--- src/rtl/uart_rx_engine.sv ---
// uart_rx_engine: oversampling-free UART receiver, one RX sample per bit
// time; 7/8 data bits, optional odd/even parity, one stop bit.
// Ports: clk, rst (async, active high); EIGHT/PEN/OHEL/k frame config
// latched at start detect; RX serial in; READ_CLR read strobe;
// RX_DATA, RXRDY, PERR, FERR, OVF received character and status.
// UART_RX_SYNC2_EN: adds a 2-flop synchronizer ahead of the RX register.
module uart_rx_engine (
  input  logic        clk,
  input  logic        rst,
  input  logic        EIGHT,
  input  logic        PEN,
  input  logic        OHEL,
  input  logic [18:0] k,
  input  logic        RX,
  input  logic        READ_CLR,
  output logic [7:0]  RX_DATA,
  output logic        RXRDY,
  output logic        PERR,
  output logic        FERR,
  output logic        OVF
);

  typedef enum logic [1:0] {
    IDLE,
    START,
    SHIFT,
    STOP
  } state_t;

  state_t      state;
  state_t      state_nx;
  logic        rx_q;
  logic        eight_r;
  logic        pen_r;
  logic        ohel_r;
  logic [18:0] b_r;
  logic [18:0] h_r;
  logic [18:0] timer;
  logic [3:0]  bit_cnt;
  logic [8:0]  bits_r;

  logic [18:0] b_eff;
  logic [3:0]  nbits;
  logic        tick_half;
  logic        tick_bit;
  logic        last_bit;
  logic        start_det;
  logic        half_smp;
  logic        shift_smp;
  logic        frame_done;
  logic [7:0]  data_w;
  logic        par_rx;
  logic        par_calc;
  logic        perr_w;

`ifdef UART_RX_SYNC2_EN
  logic rx_s1;
  logic rx_s2;

  always_ff @(posedge clk or posedge rst) begin
    if (rst) begin
      rx_s1 <= 1'b1;
      rx_s2 <= 1'b1;
      rx_q  <= 1'b1;
    end else begin
      rx_s1 <= RX;
      rx_s2 <= rx_s1;
      rx_q  <= rx_s2;
    end
  end
`else
  always_ff @(posedge clk or posedge rst) begin
    if (rst) rx_q <= 1'b1;
    else     rx_q <= RX;
  end
`endif

  assign b_eff     = (k < 19'd2) ? 19'd2 : k;
  assign nbits     = 4'd7 + {3'd0, eight_r} + {3'd0, pen_r};
  assign tick_half = (timer == h_r - 19'd1);
  assign tick_bit  = (timer == b_r - 19'd1);
  assign last_bit  = (bit_cnt == nbits - 4'd1);

  // State register
  always_ff @(posedge clk or posedge rst) begin
    if (rst) state <= IDLE;
    else     state <= state_nx;
  end

  // Next-state logic
  always_comb begin
    state_nx = state;
    unique case (state)
      IDLE:  if (!rx_q) state_nx = START;
      START: if (tick_half) state_nx = rx_q ? IDLE : SHIFT;
      SHIFT: if (tick_bit && last_bit) state_nx = STOP;
      STOP:  if (tick_bit) state_nx = IDLE;
      default: state_nx = IDLE;
    endcase
  end

  // FSM strobes
  always_comb begin
    start_det  = 1'b0;
    half_smp   = 1'b0;
    shift_smp  = 1'b0;
    frame_done = 1'b0;
    unique case (state)
      IDLE:  start_det  = ~rx_q;
      START: half_smp   = tick_half;
      SHIFT: shift_smp  = tick_bit;
      STOP:  frame_done = tick_bit;
      default: ;
    endcase
  end

  // Timer, bit counter, shift store, latched frame config
  always_ff @(posedge clk or posedge rst) begin
    if (rst) begin
      timer   <= '0;
      bit_cnt <= '0;
      bits_r  <= '0;
      eight_r <= 1'b0;
      pen_r   <= 1'b0;
      ohel_r  <= 1'b0;
      b_r     <= 19'd2;
      h_r     <= 19'd1;
    end else begin
      if (start_det) begin
        timer   <= '0;
        bit_cnt <= '0;
        bits_r  <= '0;
        eight_r <= EIGHT;
        pen_r   <= PEN;
        ohel_r  <= OHEL;
        b_r     <= b_eff;
        h_r     <= b_eff >> 1;
      end else if (half_smp || shift_smp || frame_done) begin
        timer <= '0;
      end else if (state != IDLE) begin
        timer <= timer + 19'd1;
      end
      if (shift_smp) begin
        bits_r[bit_cnt] <= rx_q;
        bit_cnt         <= bit_cnt + 4'd1;
      end
    end
  end

  // Data bits land at index 0.., parity right after the last data bit
  assign data_w   = eight_r ? bits_r[7:0] : {1'b0, bits_r[6:0]};
  assign par_rx   = eight_r ? bits_r[8] : bits_r[7];
  assign par_calc = (^data_w) ^ ohel_r;
  assign perr_w   = pen_r & (par_rx != par_calc);

  // A completing frame beats a coincident read strobe
  always_ff @(posedge clk or posedge rst) begin
    if (rst) begin
      RX_DATA <= '0;
      RXRDY   <= 1'b0;
      PERR    <= 1'b0;
      FERR    <= 1'b0;
      OVF     <= 1'b0;
    end else if (frame_done) begin
      RX_DATA <= data_w;
      RXRDY   <= 1'b1;
      PERR    <= perr_w;
      FERR    <= ~rx_q;
      OVF     <= RXRDY & ~READ_CLR;
    end else if (READ_CLR) begin
      RXRDY <= 1'b0;
      PERR  <= 1'b0;
      FERR  <= 1'b0;
      OVF   <= 1'b0;
    end
  end

endmodule
--- config.mk ---
export PLATFORM = sky130hd
export DESIGN_NAME = uart_rx_engine
export DESIGN_NICKNAME = d
export VERILOG_FILES = /design/src/rtl/uart_rx_engine.sv
export SDC_FILE = /design/constraint.sdc
export NUM_CORES = 1
export LEC_CHECK = 0
export BUFFER_PORTS_ARGS = -buffer_cell sky130_fd_sc_hd__buf_4
export CAP_MARGIN = 20
export CORE_ASPECT_RATIO = 1.2
export CORE_MARGIN = 2
export CORE_UTILIZATION = 65
export CTS_CLUSTER_SIZE = 10
export DETAILED_ROUTE_END_ITERATION = 6
export GPL_ROUTABILITY_DRIVEN = 0
export GPL_TIMING_DRIVEN = 0
export HOLD_SLACK_MARGIN = 0.03
export PLACE_DENSITY = 0.86
export SLEW_MARGIN = 20
export SYNTH_ARGS = -nofsm -noshare
export SYNTH_HDL_FRONTEND = slang
export SYNTH_SLANG_ARGS = --single-unit
--- constraint.sdc ---
create_clock -name clk -period 8.5 [get_ports clk]
set_input_delay 0.425 -clock clk [delete_from_list [all_inputs] [get_ports clk]]
set_output_delay 0.425 -clock clk [all_outputs]
set_load 0.01 [all_outputs]
==> results of run 1 <==
[final cells by class]
cell class	count	area, um2
multi-input combinational	423	2720
sequential	69	1730
inverter	15	58.8
tap	87	109
clock buffer	11	141
fill	494	1580
timing repair buffer	38	298
buffer	41	200
clock inverter	5	106
[per-layer routing]
metal / global-route usage / vias up / share of wire
li1: - / 2028 / -
met1: 0.395 / 2066 / 0.38
met2: 0.578 / 235 / 0.51
met3: 0.0520 / 63 / 0.064
met4: 0.162 / 0 / 0.047
met5: 0 / - / 0
[where the power goes]
part	internal [mW]	total [mW]	switching (mW)
logic	0.107	0.255	0.149
registers	0.357	0.384	0.0276
clock network	0.204	0.344	0.140
[stage by stage]
stage               hold WS, ns   util  cells
floorplan                 0.429      -    548
global placement          0.485  0.733    672
detailed placement        0.437  0.737    673
CTS                      0.0572  0.772    689
global route             0.0713  0.772    689
finish                   0.0473  0.772    689
[cells in the final DEF, fill, tap and decap left out, types with 5 or more instances in the layout]
| cell | instances |
|---|---|
| dfrtp_1 | 67 |
| and3_1 | 6 |
| o21a_1 | 5 |
| nand3_1 | 32 |
| o31a_1 | 10 |
| xnor2_1 | 45 |
| buf_2 | 7 |
| inv_1 | 14 |
| or3_1 | 11 |
| o22a_1 | 7 |
| nor2_1 | 31 |
| mux2i_1 | 6 |
| o211ai_1 | 6 |
| nand4_1 | 14 |
| nor3_1 | 19 |
| ha_1 | 9 |
| a21oi_1 | 16 |
| clkbuf_8 | 10 |
| mux2_2 | 5 |
| clkbuf_1 | 25 |
| nor4_1 | 12 |
| o31ai_1 | 5 |
| nand2_1 | 93 |
| xor2_1 | 21 |
| buf_4 | 39 |
| o21ai_0 | 17 |
[logic make-up (layout without fill, tap and decap cells)]
group	count (synthesis)	count (layout)	synth area share
simple gates	248	248	0.267
buf+inv	56	110	0.0546
fa+ha+maj	9	9	0.0240
compound gates	86	86	0.129
mux	14	14	0.0343
flops	69	69	0.368
xor+xnor	66	66	0.123
[state kept, by name, summed over array words and instances, names as in the netlist, named ones only]
register,cells
state,1
ohel_r,1
bits_r,9
pen_r,1
rx_q,1
eight_r,1
b_r,19
bit_cnt,4
RXRDY,1
RX_DATA,8
FERR,1
OVF,1
timer,19
PERR,1
[worst min-delay path by stage]
stage / cells past startpoint / from / to / slack (ns)
floorplan: 0 / RX / rx_q / 0.43
CTS: 2 / rst / pen_r / 0.06
detailed placement: 2 / rst / eight_r / 0.44
finish: 2 / rst / RX_DATA[6] / 0.05
global route: 2 / rst / pen_r / 0.07
global placement: 2 / ohel_r / ohel_r / 0.49
==> metrics.md, run 1 <==
| Metric | Value |
|---|---|
| Status | completed |
| CTS Root Cell | clkbuf_8 |
| Die Wd | approximately 82 um |
| Hold Crit Class | in -> async |
| Area leader, netlist | dfrtp_1 |
| DRT Wirelength | 12,600 um |
| Cell area after layout | between 5000 and 6000 um2 |
| Worst Setup End Kind | flop |
| Syn Area/Cell | about 8.6 um2 |
| Warnings, synthesis | 0 |
| Worst-path maximum fanout | 10 |
| Setup TNS | 0 ns |
| Post-place instance area | around 5000 um2 |
| Crit path buf inv count | 2 |
| GRT overflow | 0 |
| Largest net degree at the start of global routing | 44 |
| RSZ-0062 raised after global routing | no |
| First-pass GRT wire length | around 21,000 um |
| Fin. max-slew vios | 0 |
| I/O pin count | 38 |
| Least-Margin Pin Slew | 1.12 ns |
| R2R Setup Slk | roughly 4.6 ns |
| Worst Setup EP | timer[17] |
| DP Worst Slack | between 4 and 5 ns |
| CTS sink count | slightly below 70 |
| Largest cells by area after synthesis | dfrtp_1, xnor2_1, nand2_1 |
| Rel. slew slack | 0.253 |
| Vias | between 4,000 and 5,000 |
| CTS tree | yes |
| Startpoint Class | flop |
| Post-detail-place hpwl | about 9000 um |
| #FFs+latches synth | 69 |
| Antenna cells | 0 |
| Critical Path Max Stage Delay | between 0.9 and 1 ns |
| Die height | between 90 and 100 um |
| Reg clk slew, reported paths | roughly 0.080 ns |
| Post-CTS Repair Setup Buffers | 0 |
| Reg2Reg Depth | 10 |
| H-tree depth | 3 |
| Rows | 33 |
| Clock buffer depth | 2 |
| # resized after CTS | 0 |
| Max Clock Freq | between 200 and 300 MHz |
| Synth Cell Area | between 4000 and 5000 um2 |
| Top-count cell post-synth | nand2_1 |
| Pwr dens | between 150 and 200 nW/um2 |
| Starting Density | 0.678 |
| Count of cell types in the netlist | 57 |
| Worst r2r src | b_r[2] |
| WL per Instance | 18.2 um |
| Final setup vio count | 0 |
| Cell family with the largest share of critical-path delay | compound AO/OA/AOI/OAI gates |
| VDD IR-drop max | between 0.15 and 0.2 mV |
| Area growth syn-to-layout | 14.0% |
| Synth top area share | 0.357 |
| Vias per std cell | roughly 6.4 |
| IO Port Bufs | 37 |
| LEAKAGE | between 2 and 2.5 nW |
| EDFF count, synth | 0 |
| Vias in the first global route | 4,325 |
| Die ar. | a little under 8000 um2 |
| Hold buffer count at CTS | 0 |
| Initial antenna violation count | 0 |
| Crit path time final | between 3 and 4 ns |
| CP startpoint | b_r[2] |
| Final critical-path share of the clock period | 0.461 |
| DRT Pass-1 Iters | 7 |
| Reg-to-Reg End | timer[17] |
| Total GRT Usage | 0.335 |
| Worst Skew | 0.00707 ns |
| Top cells by count, synth | nand2_1, dfrtp_1, xnor2_1, nand3_1, nor2_1 |
| Kind of critical path | reg -> reg |
| Final Hold Fails | 0 |
| DRC violations left | 0 |
| Ys flop type | dfrtp_1 |
| Required @ worst endpoint | around 8.8 ns |
| DRT antenna net count | 0 |
| Slowest CP cell | nor3b_1 |
| Sequential element share of the synthesized area | 0.368 |
| Critical Path AT | 4.20 ns |
| Power Total | between 0.9 and 1 mW |
| Final net count | ~630 |
| Final setup margin | between 4 and 5 ns |
| Syn_nets | between 500 and 600 |
| Area of the core | between 6000 and 7000 um2 |
| Starting DRT DRC Count | 370 |
| Synth async-reset ratio | 1.00 |
| Clock latency on the worst-skew pair | about 0.36 ns |
| Layout cells sized above 1 | 0.148 |
| Crit path cell chain | inv_1, ha_1, nor3b_1, nand2_1, o21ai_0, a21oi_1, o31ai_1, o32ai_4, buf_6, nor2_1 |
| Worst path depth | 10 |
| Cts bufs inserted | 9 |
| Gate Count Post-Synth | between 500 and 600 |
| Max-Cap Viols | 0 |
(Power assumes the default switching activity.)
==> inputs of run 2 (changes only) <==
--- a/config.mk
+++ b/config.mk
@@ -9,13 +9,13 @@
 export CAP_MARGIN = 20
 export CORE_ASPECT_RATIO = 1.2
 export CORE_MARGIN = 2
-export CORE_UTILIZATION = 65
+export CORE_UTILIZATION = 61
 export CTS_CLUSTER_SIZE = 10
 export DETAILED_ROUTE_END_ITERATION = 6
 export GPL_ROUTABILITY_DRIVEN = 0
 export GPL_TIMING_DRIVEN = 0
 export HOLD_SLACK_MARGIN = 0.03
-export PLACE_DENSITY = 0.86
+export PLACE_DENSITY = 0.81
 export SLEW_MARGIN = 20
 export SYNTH_ARGS = -nofsm -noshare
 export SYNTH_HDL_FRONTEND = slang
==> constraint.sdc (replaced) <==
create_clock -name clk -period 4 [get_ports clk]
set_input_delay 0.2 -clock clk [delete_from_list [all_inputs] [get_ports clk]]
set_output_delay 0.2 -clock clk [all_outputs]
set_load 0.01 [all_outputs]
==> run 2 against run 1 <==
First-iteration DRC count shrank 20%. Wire length decreased by 4.0%. Die area is 6.3% higher. Worst setup slack worse by 4.3 ns. Sequential cell count is the same. Design area shrank 0.14%. Non-clock buffer count rose by 4. Register-to-register slack worse by 4.3 ns. Global-route usage is 3.4 points lower. Clock power rose by 57%. Critical path type unchanged. Largest cell class unchanged.
==> metrics.md, run 2 (same netlist as run 1, synthesis figures left out) <==
| Metric | Value |
|---|---|
| Max Clock Freq | 269 MHz |
| Biggest regs | b_r: 19 flops, timer: 19 flops, bits_r: 9 flops |
| CTS Root Cell | clkbuf_8 |
| Required @ worst endpoint | about 4.2 ns |
| DRT antenna net count | 0 |
| DRT Pass-1 Iters | 5 |
| Vias per std cell | between 6 and 7 |
| Vias in the first global route | ~4,300 |
| Die height | ~100 um |
| Fill cell count | ~600 |
| Die ar. | approximately 8400 um2 |
| Worst-path maximum fanout | 10 |
| Startpoint Class | flop |
| Crit path time final | 3.72 ns |
| CTS tree | yes |
| Worst Skew | approximately 0.011 ns |
| Final critical-path share of the clock period | 0.930 |
| Kind of critical path | reg -> reg |
| Setup TNS | 0 ns |
| Area growth syn-to-layout | 13.8% |
| Cts bufs inserted | 9 |
| Rel. slew slack | 0.429 |
| Total GRT Usage | 0.301 |
| Clock buffer depth | 2 |
| Final setup margin | approximately 0.28 ns |
| IO Port Bufs | 37 |
| Critical Path AT | 3.95 ns |
| First-pass GRT wire length | 20,300 um |
| GRT overflow | 0 |
| Worst Setup End Kind | flop |
| Layout cells sized above 1 | 0.150 |
| Final net count | around 640 |
| Area of the core | ~7600 um2 |
| Most frequent cells in the layout | nand2_1, dfrtp_1, xnor2_1 |
| Max-Cap Viols | 0 |
| WHS | between 0.04 and 0.05 ns |
| LEAKAGE | about 2.2 nW |
| Antenna cells | 0 |
| Fin. max-slew vios | 0 |
| Rows | 35 |
| WL per Instance | between 15 and 20 um |
| Final Hold Fails | 0 |
| Final std cells w/o fill | approximately 700 |
| DRT Wirelength | ~12,000 um |
| Least-Margin Pin Slew | ~0.84 ns |
| Hold Crit Class | in -> reg |
| VDD IR-drop max | approximately 0.22 mV |
| Starting DRT DRC Count | approximately 300 |
| DRC violations left | 0 |
| I/O pin count | 38 |
| Clock latency on the worst-skew pair | between 0.3 and 0.4 ns |
| RSZ-0062 raised after global routing | no |
| CTS sink count | a little under 70 |
| Dpl cells | roughly 680 |
| Initial antenna violation count | 0 |
| Reg clk slew, reported paths | approximately 0.090 ns |
| Post-detail-place hpwl | roughly 9000 um |
| H-tree depth | 3 |
| Power Total | between 1.5 and 2 mW |
| Final setup vio count | 0 |
| Status | completed |
| Starting Density | 0.620 |
| Vias | ~4,300 |
| DP Worst Slack | ~0.31 ns |
| Largest net degree at the start of global routing | 46 |
| Die Wd | 84.1 um |
| Commonest non-fill, non-tap cell in the layout | nand2_1 |
| Pwr dens | 355 nW/um2 |
run 2: cell types whose count changed in the layout (fill, tap and decap cells not counted):
cell and change:
clkbuf_1 -1, bufinv_16 -3, inv_6 +2, clkinv_4 +1, clkinvlp_4 +2, nor3b_1 -1
buf_12 -1, clkbuf_8 -1, dlygate4sd3_1 +4, nor3b_2 +1, buf_16 +1
run 2: final timing paths:
check / startpoint / end / slack (ns) / cells past startpoint
min in group asynchronous: rst / RX_DATA[6] / 0.37 / 3
max in group asynchronous: rst / rx_q / 3.02 / 4
hold / removal: OHEL / ohel_r / 0.04 / 3
setup / recovery: b_r[2] / timer[6] / 0.28 / 11
hold reg to reg: RX_DATA[3] / RX_DATA[3] / 0.51 / 1
setup reg to reg: b_r[2] / timer[6] / 0.28 / 11
run 2: stage by stage:
| stage | utilization | cell area, um2 |
|---|---|---|
| final | 0.706 | 5350 |
| after global routing | 0.706 | 5350 |
| after CTS | 0.706 | 5350 |
| after detailed placement | 0.676 | 5120 |
| after global placement | 0.672 | 5090 |
| after floorplan | - | 4700 |
run 2: power breakdown:
group	internal, mW	switching, mW	leakage [nW]	total [mW]
logic	0.230	0.313	1.22	0.543
clock network	0.232	0.306	0.0829	0.539
registers	0.758	0.0597	0.896	0.818
total	1.22	0.679	2.19	1.90
run 2: per-layer routing:
layer	vias up	GRT usage	wire length, um
li1	2028	-	-
met1	2037	0.350	4740
met2	181	0.524	6120
met3	43	0.0551	677
met4	0	0.163	518
met5	-	0	0
run 2: area by class of cell:
cell class | count | area (um2) | share of cell area
flip-flops and latches | 69 | 1730 | 0.323
well taps | 92 | 115 | 0.0215
clock inverters | 7 | 57.6 | 0.0108
clock buffers | 9 | 124 | 0.0232
multi-input cells | 423 | 2720 | 0.508
plain buffers | 41 | 200 | 0.0374
inverters | 15 | 58.8 | 0.0110
repair buffers | 42 | 345 | 0.0645
run 2: critical path, cell delays in order, from the launching register on:
cell and delay [ns]:
dfrtp_1 0.45, inv_1 0.17, ha_1 0.20, nor4b_1 0.70, o21ai_0 0.20, o22ai_1 0.25, nand4_1 0.14, or4_4 0.54
buf_6 0.17, o32ai_4 0.50, buf_6 0.22, a21oi_1 0.05
run 2: repair_timing:
item / 4_1_cts / 5_1_grt
hold endpoints to repair: 27 / 0
setup endpoints to repair: 0 / 10
hold buffers: 4 / 0
resized for setup: 0 / 1
buffers inserted: 0 / 0
==> inputs of run 3 (changes only) <==
==> config.mk (replaced) <==
export PLATFORM = sky130hd
export DESIGN_NAME = uart_rx_engine
export DESIGN_NICKNAME = d
export VERILOG_FILES = /design/src/rtl/uart_rx_engine.sv
export SDC_FILE = /design/constraint.sdc
export NUM_CORES = 1
export LEC_CHECK = 0
export CAP_MARGIN = 20
export CORE_ASPECT_RATIO = 1.2
export CORE_MARGIN = 2
export CORE_UTILIZATION = 64
export CTS_CLUSTER_SIZE = 10
export DETAILED_ROUTE_END_ITERATION = 6
export DONT_BUFFER_PORTS = 1
export GPL_ROUTABILITY_DRIVEN = 0
export GPL_TIMING_DRIVEN = 0
export HOLD_SLACK_MARGIN = 0.03
export PLACE_DENSITY = 0.8
export SLEW_MARGIN = 20
export SYNTH_ARGS = -nofsm -noshare
export SYNTH_HDL_FRONTEND = slang
export SYNTH_SLANG_ARGS = --single-unit
==> constraint.sdc (replaced) <==
create_clock -name clk -period 4 [get_ports clk]
set_input_delay 0.2 -clock clk [delete_from_list [all_inputs] [get_ports clk]]
set_output_delay 0.2 -clock clk [all_outputs]
set_load 0.005 [all_outputs]
==> run 3 against run 2 <==
Sequential power about the same. Final cell count down 2.7%. First-iteration DRC count up 14%. Critical path type unchanged. Sequential share of layout area up 0.25 points. Sequential cell count unchanged. Wire length up 2.8%. Clock skew down 0.0020 ns. Count of clock-buffer cells in the layout up 2. Global-route usage up 3.3 points. Critical path depth unchanged.
==> metrics.md, run 3 (same netlist as run 1, synthesis figures left out) <==
| Metric | Value |
|---|---|
| Final Hold Fails | 0 |
| Worst Skew | 0.00921 ns |
| Status | completed |
| GRT overflow | 0 |
| Critical Path AT | between 4 and 5 ns |
| CTS sink count | between 60 and 70 |
| Die ar. | roughly 8000 um2 |
| CTS tree | yes |
| Kind of critical path | reg -> reg |
| Max-Cap Viols | 0 |
| Vias | about 4,300 |
| Vias per std cell | around 6.3 |
| Worst r2r src | b_r[2] |
| Total GRT Usage | 0.334 |
| Fin. max-slew vios | 0 |
| Commonest non-fill, non-tap cell in the layout | nand2_1 |
| First-pass GRT wire length | between 20,000 and 25,000 um |
| Int Pwr | 1.36 mW |
| Final net count | 619 |
| Hold Crit Class | in -> reg |
| DRC violations left | 0 |
| IO Port Bufs | 0 |
| Antenna cells | 0 |
| Startpoint Class | flop |
| Worst Setup End Kind | flop |
| Comb pwr share | 0.266 |
| Psw | around 0.66 mW |
| CTS Root Cell | clkbuf_8 |
| Reg clk slew, reported paths | ~0.070 ns |
| Power Total | between 2 and 2.5 mW |
| Most frequent cells in the layout | nand2_1, dfrtp_1, xnor2_1 |
| Area growth syn-to-layout | 12.9% |
| Max Clock Freq | approximately 260 MHz |
| Clock latency on the worst-skew pair | about 0.36 ns |
| VDD IR-drop max | ~0.42 mV |
| Required @ worst endpoint | around 4.2 ns |
| Clock buffer depth | 2 |
| Slowest CP cell | nor4b_1 |
| Least-Margin Pin Slew | roughly 1.1 ns |
| Starting Density | 0.654 |
| # resized after CTS | 0 |
| CP startpoint | b_r[2] |
| DRT Wirelength | roughly 12,000 um |
| Die height | ~98 um |
| Rows | 34 |
| Vias in the first global route | roughly 4,300 |
| Reg power frac | 0.406 |
| Crit path buf inv count | 3 |
| RSZ-0062 raised after global routing | no |
| I/O pin count | 38 |
| Area of the core | around 7200 um2 |
| Crit path cell chain | inv_1, ha_1, nor4b_1, o21ai_0, o22ai_1, nand4_1, or4_4, buf_6, o32ai_4, buf_6, nor2_1 |
| LEAKAGE | approximately 2.1 nW |
| H-tree depth | 3 |
| Most frequent CP cell | buf_6 |
| Die Wd | 82.2 um |
| Starting DRT DRC Count | 336 |
| Net Sw Frac | 0.327 |
| Final critical-path share of the clock period | 0.966 |
| Pwr dens | 379 nW/um2 |
| Clock power frac | 0.328 |
| Worst-path maximum fanout | 10 |
| Hold_sp | k[2] |
| Setup TNS | 0 ns |
| DRT antenna net count | 0 |
| WL per Instance | ~18 um |
| Critical Path Max Stage Delay | between 0.8 and 0.9 ns |
| Largest net degree at the start of global routing | between 40 and 50 |
| Rel. slew slack | 0.238 |
| Cts bufs inserted | 9 |
| Crit path time final | 3.87 ns |
| Final setup vio count | 0 |
| Layout cells sized above 1 | 0.0883 |
| DRT Pass-1 Iters | 5 |
| Post-detail-place hpwl | about 8600 um |
| Biggest regs | b_r: 19 flops, timer: 19 flops, bits_r: 9 flops |
| Cell family with the largest share of critical-path delay | simple AND/OR/NAND/NOR gates |
| Initial antenna violation count | 0 |
==> run 3: cell types whose count changed in the layout (fill, tap and decap cells not counted), sizes merged <==
| cell | delta |
|---|---|
| inv | -3 |
| clkinvlp | -1 |
| dlygate4sd3 | +20 |
| buf | -37 |
| clkbuf | +2 |
| bufinv | +2 |
==> run 3: metrics by stage <==
stage | area (um2) | worst slack [ns] | hold slack, ns | std cells | util
floorplan | 4700 | 0.832 | 0.204 | 548 | -
global placement | 4810 | 0.380 | 0.205 | 638 | 0.670
detailed placement | 4840 | 0.372 | 0.0577 | 639 | 0.674
CTS | 5310 | 0.320 | 0.0350 | 679 | 0.738
global route | 5310 | 0.0155 | 0.0512 | 679 | 0.738
finish | 5310 | 0.134 | 0.0627 | 679 | 0.738
==> run 3: path summary, 6_finish.rpt <==
path	endpoint	slack, ns	depth (start not counted)
max	timer[16]	0.13	11
min	b_r[2]	0.06	2
max reg2reg	timer[16]	0.13	11
min reg2reg	ohel_r	0.51	2
max in group asynchronous	b_r[1]	3.12	3
min in group asynchronous	RX_DATA[6]	0.28	2
==> run 3: power groups by stage <==
stage	logic, mW	clock network [mW]	registers (mW)
3_5_place_dp	0.501	0	0.829
5_1_grt	0.595	0.688	0.825
2_1_floorplan	0.414	0	0.811
3_3_place_gp	0.484	0	0.826
4_1_cts	0.527	0.662	0.816
6_report	0.535	0.661	0.817
==> run 3: layout make-up <==
type,instances,area (um2)
plain buffers,41,200
clock inverters,5,83.8
clock buffers,11,141
well taps,90,113
inverters,15,58.8
fillers,542,1880
multi-input cells,423,2720
repair buffers,25,268
flip-flops and latches,69,1730
==> run 3: layer usage <==
metal  part of all wire  vias up  global-route usage
met5                  0        -                   0
met4              0.049        0               0.168
met3              0.065       64              0.0647
met2               0.50      194               0.553
met1               0.39     2007               0.404
li1                   -     1999                   -
==> run 3: timing repair <==
item	4_1_cts	5_1_grt
hold buffers	24	0
buffers inserted	0	0
hold endpoints to repair	94	0
==> run 3: worst reg2reg max path, delay by kind of cell (launching register included) <==
family,cells,cell delay (ns)
simple gates,4,1.60
compound gates,3,0.96
buf+inv,3,0.55
flops,1,0.45
fa+ha+maj,1,0.20
